`src/rtl/pixel_io_pkg.sv`:
```
// Shared definitions for the pad-side transfer controller.
// Holds the FSM state type and the default parameter values used by
// pixel_io_ctrl and its testbench.
package pixel_io_pkg;

    localparam int PIO_DW          = 8;
    localparam int PIO_SYNC_STAGES = 2;
    localparam int PIO_SETUP_CYC   = 2;

    typedef enum logic [2:0] {
        IDLE     = 3'd0,
        WR_HOLD  = 3'd1,
        RD_WAIT  = 3'd2,
        RD_SETUP = 3'd3,
        ACK_HI   = 3'd4
    } pio_state_t;

endpackage

```
`src/rtl/io_sync.sv`:
```
// Single-bit input synchroniser: a STAGES-deep chain of flops with
// asynchronous active-high reset to 0.
// Ports:
//   clk_i - destination clock
//   rst_i - asynchronous active-high reset
//   d_i   - asynchronous input from the pad
//   q_o   - synchronised output (last flop of the chain)
module io_sync #(
    parameter int STAGES = 2
) (
    input  logic clk_i,
    input  logic rst_i,
    input  logic d_i,
    output logic q_o
);

    logic [STAGES-1:0] sync_q;

    always_ff @(posedge clk_i or posedge rst_i) begin
        if (rst_i) begin
            sync_q <= '0;
        end else begin
            sync_q <= {sync_q[STAGES-2:0], d_i};
        end
    end

    assign q_o = sync_q[STAGES-1];

endmodule

```
`src/rtl/pixel_io_ctrl.sv`:
```
// Host-side transfer controller behind the pad ring. Converts the host's
// asynchronous 4-phase req/ack protocol on a half-duplex 8-bit pad bus into
// valid/ready streams: pixels in (dir=0), edge results out (dir=1).
//
// Stream handshakes: a beat transfers on a rising clk edge where valid and
// ready are both 1; the producer holds valid and data stable until then.
//
// Ports:
//   clk, reset          - core clock, asynchronous active-high reset
//   req_pad, dir_pad    - asynchronous host request / direction pads
//   ack_pad             - registered ack to the output pad
//   bus_in/bus_out      - data pad DataIn / DataOut
//   bus_en              - data pad output enable (1 = chip drives)
//   pix_data/valid/ready- pixel stream to the core
//   res_data/valid/ready- result stream from the core
//   proto_err           - sticky: host dropped req before ack
//   dbg_state           - current FSM state, for observation only
module pixel_io_ctrl
    import pixel_io_pkg::*;
#(
    parameter int DW          = PIO_DW,
    parameter int SYNC_STAGES = PIO_SYNC_STAGES,
    parameter int SETUP_CYC   = PIO_SETUP_CYC
) (
    input  logic          clk,
    input  logic          reset,
    input  logic          req_pad,
    input  logic          dir_pad,
    output logic          ack_pad,
    input  logic [DW-1:0] bus_in,
    output logic [DW-1:0] bus_out,
    output logic          bus_en,
    output logic [DW-1:0] pix_data,
    output logic          pix_valid,
    input  logic          pix_ready,
    input  logic [DW-1:0] res_data,
    input  logic          res_valid,
    output logic          res_ready,
    output logic          proto_err,
    output pio_state_t    dbg_state
);

    localparam int CNT_W = (SETUP_CYC > 1) ? $clog2(SETUP_CYC) : 1;
    localparam logic [CNT_W-1:0] CNT_LAST = CNT_W'(SETUP_CYC - 1);

    logic req_s;
    logic dir_s;

    io_sync #(.STAGES(SYNC_STAGES)) u_req_sync (
        .clk_i (clk),
        .rst_i (reset),
        .d_i   (req_pad),
        .q_o   (req_s)
    );

    io_sync #(.STAGES(SYNC_STAGES)) u_dir_sync (
        .clk_i (clk),
        .rst_i (reset),
        .d_i   (dir_pad),
        .q_o   (dir_s)
    );

    pio_state_t       state_q, state_d;
    logic             ack_q, ack_d;
    logic             bus_en_q, bus_en_d;
    logic [DW-1:0]    bus_out_q, bus_out_d;
    logic [DW-1:0]    pix_data_q, pix_data_d;
    logic             pix_valid_q, pix_valid_d;
    logic             res_ready_q, res_ready_d;
    logic             proto_err_q, proto_err_d;
    logic [CNT_W-1:0] cnt_q, cnt_d;

    always_ff @(posedge clk or posedge reset) begin
        if (reset) begin
            state_q     <= IDLE;
            ack_q       <= 1'b0;
            bus_en_q    <= 1'b0;
            bus_out_q   <= '0;
            pix_data_q  <= '0;
            pix_valid_q <= 1'b0;
            res_ready_q <= 1'b0;
            proto_err_q <= 1'b0;
            cnt_q       <= '0;
        end else begin
            state_q     <= state_d;
            ack_q       <= ack_d;
            bus_en_q    <= bus_en_d;
            bus_out_q   <= bus_out_d;
            pix_data_q  <= pix_data_d;
            pix_valid_q <= pix_valid_d;
            res_ready_q <= res_ready_d;
            proto_err_q <= proto_err_d;
            cnt_q       <= cnt_d;
        end
    end

    always_comb begin
        state_d     = state_q;
        ack_d       = ack_q;
        bus_en_d    = bus_en_q;
        bus_out_d   = bus_out_q;
        pix_data_d  = pix_data_q;
        pix_valid_d = pix_valid_q;
        res_ready_d = res_ready_q;
        proto_err_d = proto_err_q;
        cnt_d       = cnt_q;

        case (state_q)
            IDLE: begin
                // dir_s is only looked at here; later changes are ignored.
                if (req_s) begin
                    if (!dir_s) begin
                        pix_data_d  = bus_in;
                        pix_valid_d = 1'b1;
                        state_d     = WR_HOLD;
                    end else begin
                        res_ready_d = 1'b1;
                        state_d     = RD_WAIT;
                    end
                end
            end
            WR_HOLD: begin
                // The pixel is always delivered; an early req drop only
                // skips the ack phase.
                if (pix_valid_q && pix_ready) begin
                    pix_valid_d = 1'b0;
                    if (req_s) begin
                        ack_d   = 1'b1;
                        state_d = ACK_HI;
                    end else begin
                        proto_err_d = 1'b1;
                        state_d     = IDLE;
                    end
                end
            end
            RD_WAIT: begin
                // A result offered on the same edge is taken before the
                // abort check so the core never loses a beat it handed over.
                if (res_valid && res_ready_q) begin
                    bus_out_d   = res_data;
                    bus_en_d    = 1'b1;
                    res_ready_d = 1'b0;
                    cnt_d       = '0;
                    state_d     = RD_SETUP;
                end else if (!req_s) begin
                    proto_err_d = 1'b1;
                    res_ready_d = 1'b0;
                    state_d     = IDLE;
                end
            end
            RD_SETUP: begin
                if (cnt_q == CNT_LAST) begin
                    ack_d   = 1'b1;
                    state_d = ACK_HI;
                end else begin
                    cnt_d = cnt_q + CNT_W'(1);
                end
            end
            ACK_HI: begin
                if (!req_s) begin
                    ack_d    = 1'b0;
                    bus_en_d = 1'b0;
                    state_d  = IDLE;
                end
            end
            default: begin
                state_d = IDLE;
            end
        endcase
    end

    assign ack_pad   = ack_q;
    assign bus_en    = bus_en_q;
    assign bus_out   = bus_out_q;
    assign pix_data  = pix_data_q;
    assign pix_valid = pix_valid_q;
    assign res_ready = res_ready_q;
    assign proto_err = proto_err_q;
    assign dbg_state = state_q;

endmodule

```
`config.mk`:
```
export PLATFORM = sky130hd
export DESIGN_NAME = pixel_io_ctrl
export DESIGN_NICKNAME = d
export VERILOG_FILES = /design/src/rtl/pixel_io_pkg.sv /design/src/rtl/io_sync.sv /design/src/rtl/pixel_io_ctrl.sv
export SDC_FILE = /design/constraint.sdc
export NUM_CORES = 1
export LEC_CHECK = 0
export ABC_AREA = 1
export CAP_MARGIN = 25
export CELL_PAD_IN_SITES_DETAIL_PLACEMENT = 2
export CELL_PAD_IN_SITES_GLOBAL_PLACEMENT = 2
export CORE_MARGIN = 8
export CORE_UTILIZATION = 22
export DETAILED_ROUTE_END_ITERATION = 7
export GPL_TIMING_DRIVEN = 0
export PLACE_DENSITY_LB_ADDON = 0.1
export SLEW_MARGIN = 25
export SYNTH_ARGS = -nofsm -noshare
export SYNTH_HDL_FRONTEND = slang
export SYNTH_HIERARCHICAL = 1
export SYNTH_SLANG_ARGS = --single-unit
```
`constraint.sdc`:
```
create_clock -name clk -period 1.3 [get_ports clk]
set_clock_uncertainty 0.15 [all_clocks]
set_input_delay 0.26 -clock clk [delete_from_list [all_inputs] [get_ports clk]]
set_output_delay 0.26 -clock clk [all_outputs]
set_load 0.05 [all_outputs]
```
==> results of run 1 <==
sequential cells by signal (all words and copies together), names as in the netlist:
signal / cells
u_req_sync/sync_q: 2
cnt_q: 1
pix_data: 8
pix_valid: 1
bus_out: 8
res_ready: 1
bus_en: 1
u_dir_sync/sync_q: 2
dbg_state: 3
ack_pad: 1
proto_err: 1
layer usage:
metal,share of wire,up-vias,GRT usage
met5,0,-,0
li1,-,608,-
met1,0.36,649,0.119
met3,0.047,8,0.0353
met2,0.57,27,0.199
met4,0.017,0,0.0322
metrics by stage:
step | area, um^2 | worst slack [ps] | power [mW] | hold WS, ps | setup TNS (ps)
global route | 2270 | -237 | 6.67 | 93.2 | -5300
finish | 2270 | -172 | 6.27 | 63.2 | -3400
detailed placement | 1880 | -400 | 4.76 | 196 | -12110
global placement | 1880 | -562 | 4.64 | 183 | -23240
CTS | 2110 | -120 | 5.94 | 64.4 | -2440
floorplan | 1330 | -169 | 3.65 | -149 | -2380
worst paths after layout:
path	cells past startpoint	end	start	slack, ps
worst max-delay path	4	res_ready	dbg_state[0]	-170
worst min-delay path	2	u_dir_sync/sync_q[1]	reset	60
worst max register to register	4	res_ready	dbg_state[0]	-170
worst min register to register	0	u_req_sync/sync_q[1]	u_req_sync/sync_q[0]	210
max in group asynchronous	2	res_ready	reset	310
min in group clk	0	u_req_sync/sync_q[1]	u_req_sync/sync_q[0]	210
cell usage after synthesis:
cell type	number
nand2_4	1
o21ai_0	4
nor2_1	11
dfrtp_1	29
buf_6	1
inv_4	1
o21ai_1	1
o211ai_1	1
nor2_4	1
nand3_4	1
inv_1	24
a21oi_1	2
inv_2	2
and2_4	1
o21ai_2	8
o21bai_1	1
nand2_2	2
nand4_1	1
buf_4	2
nand3_1	9
nand2_1	51
layout make-up:
class | instances | area (um^2)
flip-flops and latches | 29 | 732
repair inverters | 1 | 6.26
well taps | 75 | 93.8
fillers | 636 | 3580
repair buffers | 62 | 621
plain buffers | 3 | 33.8
clock buffers | 8 | 90.1
inverters | 27 | 114
multi-input cells | 95 | 577
power by group through the flow:
stage	clock, mW	combinational, mW	sequential [mW]
floorplan	0	0.950	2.70
global placement	0	3.09	1.55
detailed placement	0	3.17	1.59
CTS	0.794	3.54	1.60
global route	0.843	4.14	1.68
finish	0.761	3.87	1.63
cells by family after synthesis:
logic type,synth area share
and+or+nand+nor,0.261
AOI/OAI and AO/OA,0.0909
DFF,0.549
buffers and inverters,0.0985
repair_timing:
action	CTS	global route
gates cloned	2	1
setup endpoints to repair	48	37
setup buffers	9	6
pin swaps	5	11
gates resized for setup	174	34
==> metrics.md, run 1 <==
| Metric | Value |
|---|---|
| CTS tree | `done` |
| First-pass GRT wire length | `7510 um` |
| PwrDens | `2770 nW/um^2` |
| Failing checks | `negative setup slack` |
| Total wire length | `roughly 4800 um` |
| Worst hold-check path type | `in -> async` |
| WL per Instance | `~16 um` |
| Switching power | `around 3 mW` |
| Initial antenna violation count | `0` |
| Buf/Inv on CP | `0` |
| Post-Place Cells | `approximately 270` |
| Max-slew headroom | `0.617` |
| DPL Wire Length | `~3300 um` |
| Yosys warning count | `6` |
| Vias in the first global route | `1534` |
| Gpl congestion | `0.724` |
| GRT Residual Overflow | `0` |
| Clk root buf | `clkbuf_8` |
| Crit path max-delay family | `flip-flops` |
| WP data required | `1300 ps` |
| Die ar. | `8740 um^2` |
| Clock sinks | `29` |
| Final hold viol count | `0` |
| Setup violations, final | `28` |
| CTS buffer count | `5` |
| Internal power | `roughly 3.2 mW` |
| Max Transition Viols Final | `0` |
| RSZ-0062 raised after global routing | `yes` |
| Min Tclk post-route | `1470 ps` |
| WP data arrival | `1470 ps` |
| Port Buf Inserts | `45` |
| Avg Vias per Cell | `roughly 4.3` |
| DR vias | `roughly 1300` |
| Gate power share | `0.618` |
| Die W | `93.5 um` |
| ANT cells | `0` |
| Least-Margin Pin Slew | `574 ps` |
| Post-layout util | `0.388` |
| Fmax | `about 0.68 GHz` |
| Row cnt | `28` |
| Worst path slowest cell | `dfrtp_2` |
| Setup ws final | `-172 ps` |
| Initial DRC Count | `18` |
| Clk pwr share | `0.121` |
| Yosys top cell area share | `0.549` |
| I/O Pins | `between 40 and 50` |
| Leak | `1.13 nW` |
| Core area | `just under 6000 um^2` |
| Cts hold-fix bufs | `0` |
| Post-route ant nets | `0` |
| CP Launch Type | `flip-flop` |
| Max Cap Viol | `0` |
| Clock Path Buffers | `2` |
| Register area share after synthesis | `0.549` |
| Die Span Y | `93.5 um` |
| Post-Synthesis Cells | `154` |
| DR pass1 iterations | `4` |
| Critical path endpoint category | `flip-flop` |
| Non-filler cells, final | `300` |
| Reg clk slew, reported paths | `60 ps` |
| Sequential power share | `0.261` |
| Switching Fraction | `0.489` |
| Final worst-path cycle share | `1.13` |
| Starting Density | `0.226` |
| Yosys cell types | `21` |
| DRC viols | `0` |
| Synthesized netlist net count | `176` |
| GRT Total Usage | `0.110` |
| Mean Syn Cell Area | `~8.6 um^2` |
| Crit Path Category | `reg -> reg` |
| Synthesized flop and latch total | `29` |
| Share of layout cells above drive strength 1 | `0.444` |
| Outcome | `complete, but fails checks` |
| Critical Path, Cell by Cell | `nor2_4, nand2_1, o21ai_0, a21oi_1` |
| Commonest non-fill, non-tap cell in the layout | `nand2_1` |
| Mapped Area | `1320 um^2` |
| Final net count | `246` |
| H-tree level count | `2` |
| Max VDD drop | `approximately 1000 uV` |
| Clk_lat worst skew | `roughly 280 ps` |
| Synth area leaders | `dfrtp_1 55%, nand2_1 14%, inv_1 6.8%` |
| Post-synth top area cell | `dfrtp_1` |
| CP max FO | `7` |
| Most frequent cells in the layout | `34 x nand2_1, 24 x dfrtp_1, 21 x inv_1, 21 x buf_6, 21 x clkdlybuf4s50_1` |
| CP peak stage delay | `470 ps` |
| Layout area overhead | `71.6%` |
| Pin count of the biggest net entering global routing | `26` |
Note: power is estimated with default switching activity, not from simulation.
==> inputs of run 2 (changes only) <==
Settings changed: RECOVER_POWER set to 50.
==> run 2 against run 1 <==
Power about the same. Combinational power about the same. Design area unchanged. Worst hold slack improved by 120 ps. Via count unchanged. The flow still finishes with violations (negative setup slack). Die area unchanged. Sequential power about the same. Global-route usage unchanged. First-iteration DRC count unchanged. Sequential share of layout area unchanged. Non-clock buffer count unchanged. Clock-buffer cell count unchanged.
==> metrics.md, run 2 (synthesis gave the netlist of run 1 again) <==
| Metric | Value |
|---|---|
| Critical path endpoint category | `flip-flop` |
| Post-route ant nets | `0 (unchanged)` |
| Most frequent cells in the layout | `34 x nand2_1, 24 x dfrtp_1, 21 x inv_1, 21 x buf_6, 20 x buf_4` |
| Worst path slowest cell | `dfrtp_2` |
| Worst setup path start | `dbg_state[0]` |
| Final net count | `246 (unchanged)` |
| Clk pwr share | `0.121 (about the same)` |
| WP data required | `1300 ps (about the same)` |
| ANT cells | `0 (unchanged)` |
| Post-Place Cells | `274 (unchanged)` |
| Setup TNS | `-3400 ps (unchanged)` |
| DR vias | `1292 (unchanged)` |
| DRC viols | `0 (unchanged)` |
| DR pass1 iterations | `4 (unchanged)` |
| H-tree level count | `2 (unchanged)` |
| Avg Vias per Cell | `4.31 (unchanged)` |
| Clk root buf | `clkbuf_8` |
| Vias in the first global route | `1534 (unchanged)` |
| Max Transition Viols Final | `0 (unchanged)` |
| Worst hold-check path type | `in -> async` |
| RSZ-0062 raised after global routing | `yes` |
| Crit Path Category | `reg -> reg` |
| Total wire length | `4780 um (about the same)` |
| CP Launch Type | `flip-flop` |
| Setup violations, final | `28 (unchanged)` |
| Min Tclk post-route | `1470 ps (unchanged)` |
| Clock Path Buffers | `2 (unchanged)` |
| Gate power share | `0.618 (about the same)` |
| Switching power | `3.07 mW (unchanged)` |
| Failing checks | `negative setup slack` |
| Die W | `93.5 um (unchanged)` |
| Max Cap Viol | `0 (unchanged)` |
| Cts hold-fix bufs | `0 (unchanged)` |
| Internal power | `3.20 mW (about the same)` |
| Row cnt | `28 (unchanged)` |
| Final hold viol count | `0 (unchanged)` |
| Pin count of the biggest net entering global routing | `26 (unchanged)` |
| Power, Total | `6.27 mW (about the same)` |
| Fill cells | `636 (unchanged)` |
| CP max FO | `7 (unchanged)` |
| PwrDens | `2760 nW/um^2 (about the same)` |
| GRT Total Usage | `0.110 (unchanged)` |
| Starting Density | `0.226 (unchanged)` |
| Clk_lat worst skew | `280 ps (about the same)` |
| WP data arrival | `1470 ps (about the same)` |
| Leak | `1.13 nW (about the same)` |
| Initial DRC Count | `18 (unchanged)` |
| Share of layout cells above drive strength 1 | `0.444 (unchanged)` |
| First-pass GRT wire length | `7510 um (unchanged)` |
| Core area | `5850 um^2 (unchanged)` |
| Buf/Inv on CP | `0 (unchanged)` |
| Die ar. | `8740 um^2 (unchanged)` |
| Die Span Y | `93.5 um (unchanged)` |
| Reg clk slew, reported paths | `60 ps (about the same)` |
| Hold slack | `186 ps (+123 ps)` |
| GRT Residual Overflow | `0 (unchanged)` |
| Sequential power share | `0.261 (about the same)` |
| Setup ws final | `-172 ps (unchanged)` |
| Least-Margin Pin Slew | `574 ps (-0.427 ps)` |
| Critical Path, Cell by Cell | `nor2_4, nand2_1, o21ai_0, a21oi_1` |
| Initial antenna violation count | `0 (unchanged)` |
| WL per Instance | `15.9 um (about the same)` |
| Non-filler cells, final | `300 (unchanged)` |
| Max-slew headroom | `0.617 (about the same)` |
| CP peak stage delay | `470 ps (about the same)` |
| Port Buf Inserts | `45 (unchanged)` |
| Pre-CTS setup slack | `-400 ps (unchanged)` |
| Clock sinks | `29 (unchanged)` |
| Layout area overhead | `71.6% (unchanged)` |
| Commonest non-fill, non-tap cell in the layout | `nand2_1` |
| CTS buffer count | `5 (unchanged)` |
| Crit path max-delay family | `flip-flops` |
| RR Startpoint | `dbg_state[0]` |
| Switching Fraction | `0.490 (about the same)` |
| Max VDD drop | `976 uV (unchanged)` |
| I/O Pins | `46 (unchanged)` |
| Outcome | `complete, but fails checks` |
| Fmax | `0.679 GHz (unchanged)` |
| Final worst-path cycle share | `1.13 (unchanged)` |
| DPL Wire Length | `3260 um (unchanged)` |
| Gpl congestion | `0.724 (unchanged)` |
| CTS tree | `done` |
-- run 2: changes by cell type in the layout (fill, tap and decap cells not counted) --
cell and change:
clkdlybuf4s50_1 -3, dlygate4sd3_1 +3
-- run 2: path summary, 6_finish.rpt --
check                                        to  slack (ps)  cells after the start
max in group asynchronous             res_ready         190                      2
setup / recovery                      res_ready        -170                      4
hold / removal             u_dir_sync/sync_q[1]         190                      2
setup reg to reg                      res_ready        -170                      4
min in group clk           u_req_sync/sync_q[1]         210                      0
hold reg to reg            u_req_sync/sync_q[1]         210                      0
-- run 2: per-stage QoR --
stage | instance area [um^2] | util
final | 2270 | 0.388
after global routing | 2270 | 0.388
after global placement | 1880 | 0.321
after floorplan | 1330 | -
after CTS | 2110 | 0.360
after detailed placement | 1880 | 0.321
-- run 2: layout make-up --
type,count,area (um^2),share of cell area
Timing Repair inverter,1,6.26,0.00276
Timing Repair Buffer,62,621,0.274
Buffer,3,33.8,0.0149
Tap cell,75,93.8,0.0414
Multi-Input combinational cell,95,577,0.254
Sequential cell,29,732,0.323
Inverter,27,114,0.0502
Clock buffer,8,90.1,0.0397
-- run 2: timing repair --
action / CTS / global route
endpoints found under the hold margin: 0 / 0
gates cloned: 2 / 1
endpoints found under the setup margin: 48 / 37
setup buffers: 9 / 6
pin swaps: 5 / 11
resized for setup: 174 / 34
-- run 2: power groups by stage --
stage	clock [mW]	sequential (mW)	combinational, mW
floorplan	0	2.70	0.950
global placement	0	1.55	3.09
detailed placement	0	1.59	3.17
CTS	0.794	1.60	3.54
global route	0.843	1.68	4.14
finish	0.761	1.63	3.87
-- run 2: layer usage --
layer  global-route usage  up-vias  routed length [um]
met2                0.199       27                2740
met1                0.119      649                1740
met5                    0        -                   0
li1                     -      608                   -
met3               0.0353        8                 223
met4               0.0322        0                  83
==> inputs of run 3 (changes only) <==
Settings changed: REMOVE_ABC_BUFFERS set to 1.
==> run 3 against run 2 <==
Non-clock buffer count decreased by 6. The run still ends with negative setup slack left. Critical endpoint is now dbg_state[0]. Clock-buffer cell count decreased by 1. Largest cell class unchanged. Power decreased by 1.3%. Sequential power about the same. Design area decreased by 2.0%. Register-to-register slack improved by 40 ps. Sequential share of layout area increased by 0.62 points. Cell count decreased by 1.3%.
==> metrics.md, run 3 (synthesis gave the netlist of run 1 again) <==
| Metric | Value |
|---|---|
| Die ar. | `8740 um^2 (unchanged)` |
| Final hold viol count | `0 (unchanged)` |
| Avg Vias per Cell | `4.28 (-0.61%)` |
| Final Cell Area | `2220 um^2 (-2.0%)` |
| Crit path max-delay family | `flip-flops` |
| Initial DRC Count | `20 (+2)` |
| Clk root buf | `clkbuf_8` |
| Max Cap Viol | `0 (unchanged)` |
| Worst setup path start | `dbg_state[0]` |
| DPL Wire Length | `3090 um (-5.2%)` |
| Failing checks | `negative setup slack` |
| Pre-CTS setup slack | `-733 ps (-333 ps)` |
| Least-Margin Pin Slew | `579 ps (+5.85 ps)` |
| WP data arrival | `1040 ps (-430 ps)` |
| Min Tclk post-route | `1450 ps (-22.9 ps)` |
| Met3 usage | `0.0304 (-0.00481)` |
| DRC viols | `0 (unchanged)` |
| Total wire length | `4570 um (-4.3%)` |
| H-tree level count | `2 (unchanged)` |
| CP Launch Type | `flip-flop` |
| Most frequent cells in the layout | `35 x nand2_1, 25 x dfrtp_1, 23 x inv_1, 20 x buf_6, 18 x clkdlybuf4s50_1` |
| I/O Pins | `46 (unchanged)` |
| M1 GR Usage | `0.116 (-0.00320)` |
| Switching Fraction | `0.493 (+0.00310)` |
| Non-filler cells, final | `296 (-1.3%)` |
| Initial antenna violation count | `0 (unchanged)` |
| CTS buffer count | `5 (unchanged)` |
| Outcome | `complete, but fails checks` |
| Port Buf Inserts | `45 (unchanged)` |
| Layout area overhead | `68.1%` |
| RSZ-0062 raised after global routing | `yes` |
| Max-slew headroom | `0.613 (-0.00391)` |
| WL per Instance | `15.5 um (-3.0%)` |
| GRT Total Usage | `0.108 (-0.00212)` |
| Clk_lat worst skew | `280 ps (about the same)` |
| Critical path endpoint category | `output port` |
| Sequential power share | `0.262 (about the same)` |
| Most Crowded Layer GR | `met2` |
| Met2 Use GR | `0.195 (-0.00353)` |
| Max VDD drop | `1170 uV (+20%)` |
| DR pass1 iterations | `4 (unchanged)` |
| CTS tree | `done` |
| PwrDens | `2780 nW/um^2 (+0.74%)` |
| Post-route ant nets | `0 (unchanged)` |
| Post-Place Cells | `271 (-1.1%)` |
| Clock Path Buffers | `2 (unchanged)` |
| Max Transition Viols Final | `0 (unchanged)` |
| Final worst-path cycle share | `1.11 (-0.0176)` |
| Row cnt | `28 (unchanged)` |
| Clk pwr share | `0.136 (+0.015)` |
| Post-layout util | `0.380 (-0.00791)` |
| DR vias | `1267 (-1.9%)` |
| Crit Path Category | `reg -> out` |
| Fmax | `0.690 GHz (+1.6%)` |
| Internal power | `3.14 mW (-1.9%)` |
| Fill cells | `650 (+2.2%)` |
| Starting Density | `0.226 (unchanged)` |
| Setup TNS | `-2480 ps (+926 ps)` |
| Switching power | `3.05 mW (-0.69%)` |
| Buf/Inv on CP | `2 (+2)` |
| GRT Residual Overflow | `0 (unchanged)` |
| Final net count | `242 (-1.6%)` |
| RR Startpoint | `dbg_state[0]` |
| Core area | `5850 um^2 (unchanged)` |
| First-pass GRT wire length | `7310 um (-2.6%)` |
| ANT cells | `0 (unchanged)` |
| Worst path slowest cell | `dfrtp_2` |
| Clock sinks | `29 (unchanged)` |
| CP peak stage delay | `460 ps (about the same)` |
| Setup violations, final | `28 (unchanged)` |
| Critical Path, Cell by Cell | `buf_4, buf_8` |
| Reg clk slew, reported paths | `70 ps (about the same)` |
| Die Span Y | `93.5 um (unchanged)` |
| CP max FO | `6 (-1)` |
| Gate power share | `0.602 (-0.016)` |
| Die W | `93.5 um (unchanged)` |
| WP data required | `890 ps (-410 ps)` |
| Gpl congestion | `0.738 (+1.8%)` |
| Pin count of the biggest net entering global routing | `26 (unchanged)` |
| Worst hold-check path type | `in -> async` |
| Share of layout cells above drive strength 1 | `0.416 (-0.0282)` |
| Placed Area | `1840 um^2 (-2.0%)` |
| Setup ws final | `-149 ps (+22.9 ps)` |
| Leak | `1.10 nW (-2.7%)` |
| Commonest non-fill, non-tap cell in the layout | `nand2_1` |
| Vias in the first global route | `1431 (-6.7%)` |
-- run 3: power groups by stage --
stage                     clock [mW]  combinational, mW  sequential, mW
final                          0.838               3.72            1.62
after global routing           0.894               3.97            1.67
after CTS                      0.871               3.42            1.59
after detailed placement           0               3.11            1.56
after global placement             0               3.03            1.54
after floorplan                    0              0.908            2.69
-- run 3: layout make-up --
class,instances,area (um^2),share of cell area
flip-flops and latches,29,731,0.329
repair buffers,59,591,0.266
multi-input cells,97,584,0.263
inverters,27,116,0.0524
clock buffers,7,96.3,0.0434
well taps,75,93.8,0.0423
clock inverters,1,5.00,0.00225
repair inverters,1,3.75,0.00169
-- run 3: per-layer routing --
layer  routed length (um)  vias to the layer above
met2                 2520                       24
met4                   68                        0
li1                     -                      603
met5                    0                        -
met3                  185                        7
met1                 1800                      633
-- run 3: final timing paths --
check	end	slack, ps	cells past startpoint
max	dbg_state[0]	-150	2
min	u_req_sync/sync_q[0]	170	2
max reg2reg	bus_out[0]	-130	5
min reg2reg	u_req_sync/sync_q[1]	210	0
max in group asynchronous	dbg_state[1]	200	2
min in group clk	u_req_sync/sync_q[1]	210	0
-- run 3: timing repair --
| action | in CTS | in global routing |
|---|---|---|
| gates resized for setup | 177 | 27 |
| pin swaps | 10 | 2 |
| hold buffers | 0 | 0 |
| cloned | 3 | 0 |
| endpoints found under the setup margin | 49 | 42 |
| setup buffers | 9 | 5 |
-- run 3: worst reg2reg max path, stage by stage, from the launching register on --
cell and delay (ps):
dfrtp_2 460, nor2_4 220, nand3_4 190, buf_12 200, nand2_2 50, nand2_1 40
-- run 3: stage by stage --
stage	hold WS, ps	total power [mW]
3_5_place_dp	195	4.67
5_1_grt	183	6.54
4_1_cts	45.2	5.88
6_report	171	6.18
2_1_floorplan	-149	3.60
3_3_place_gp	181	4.57
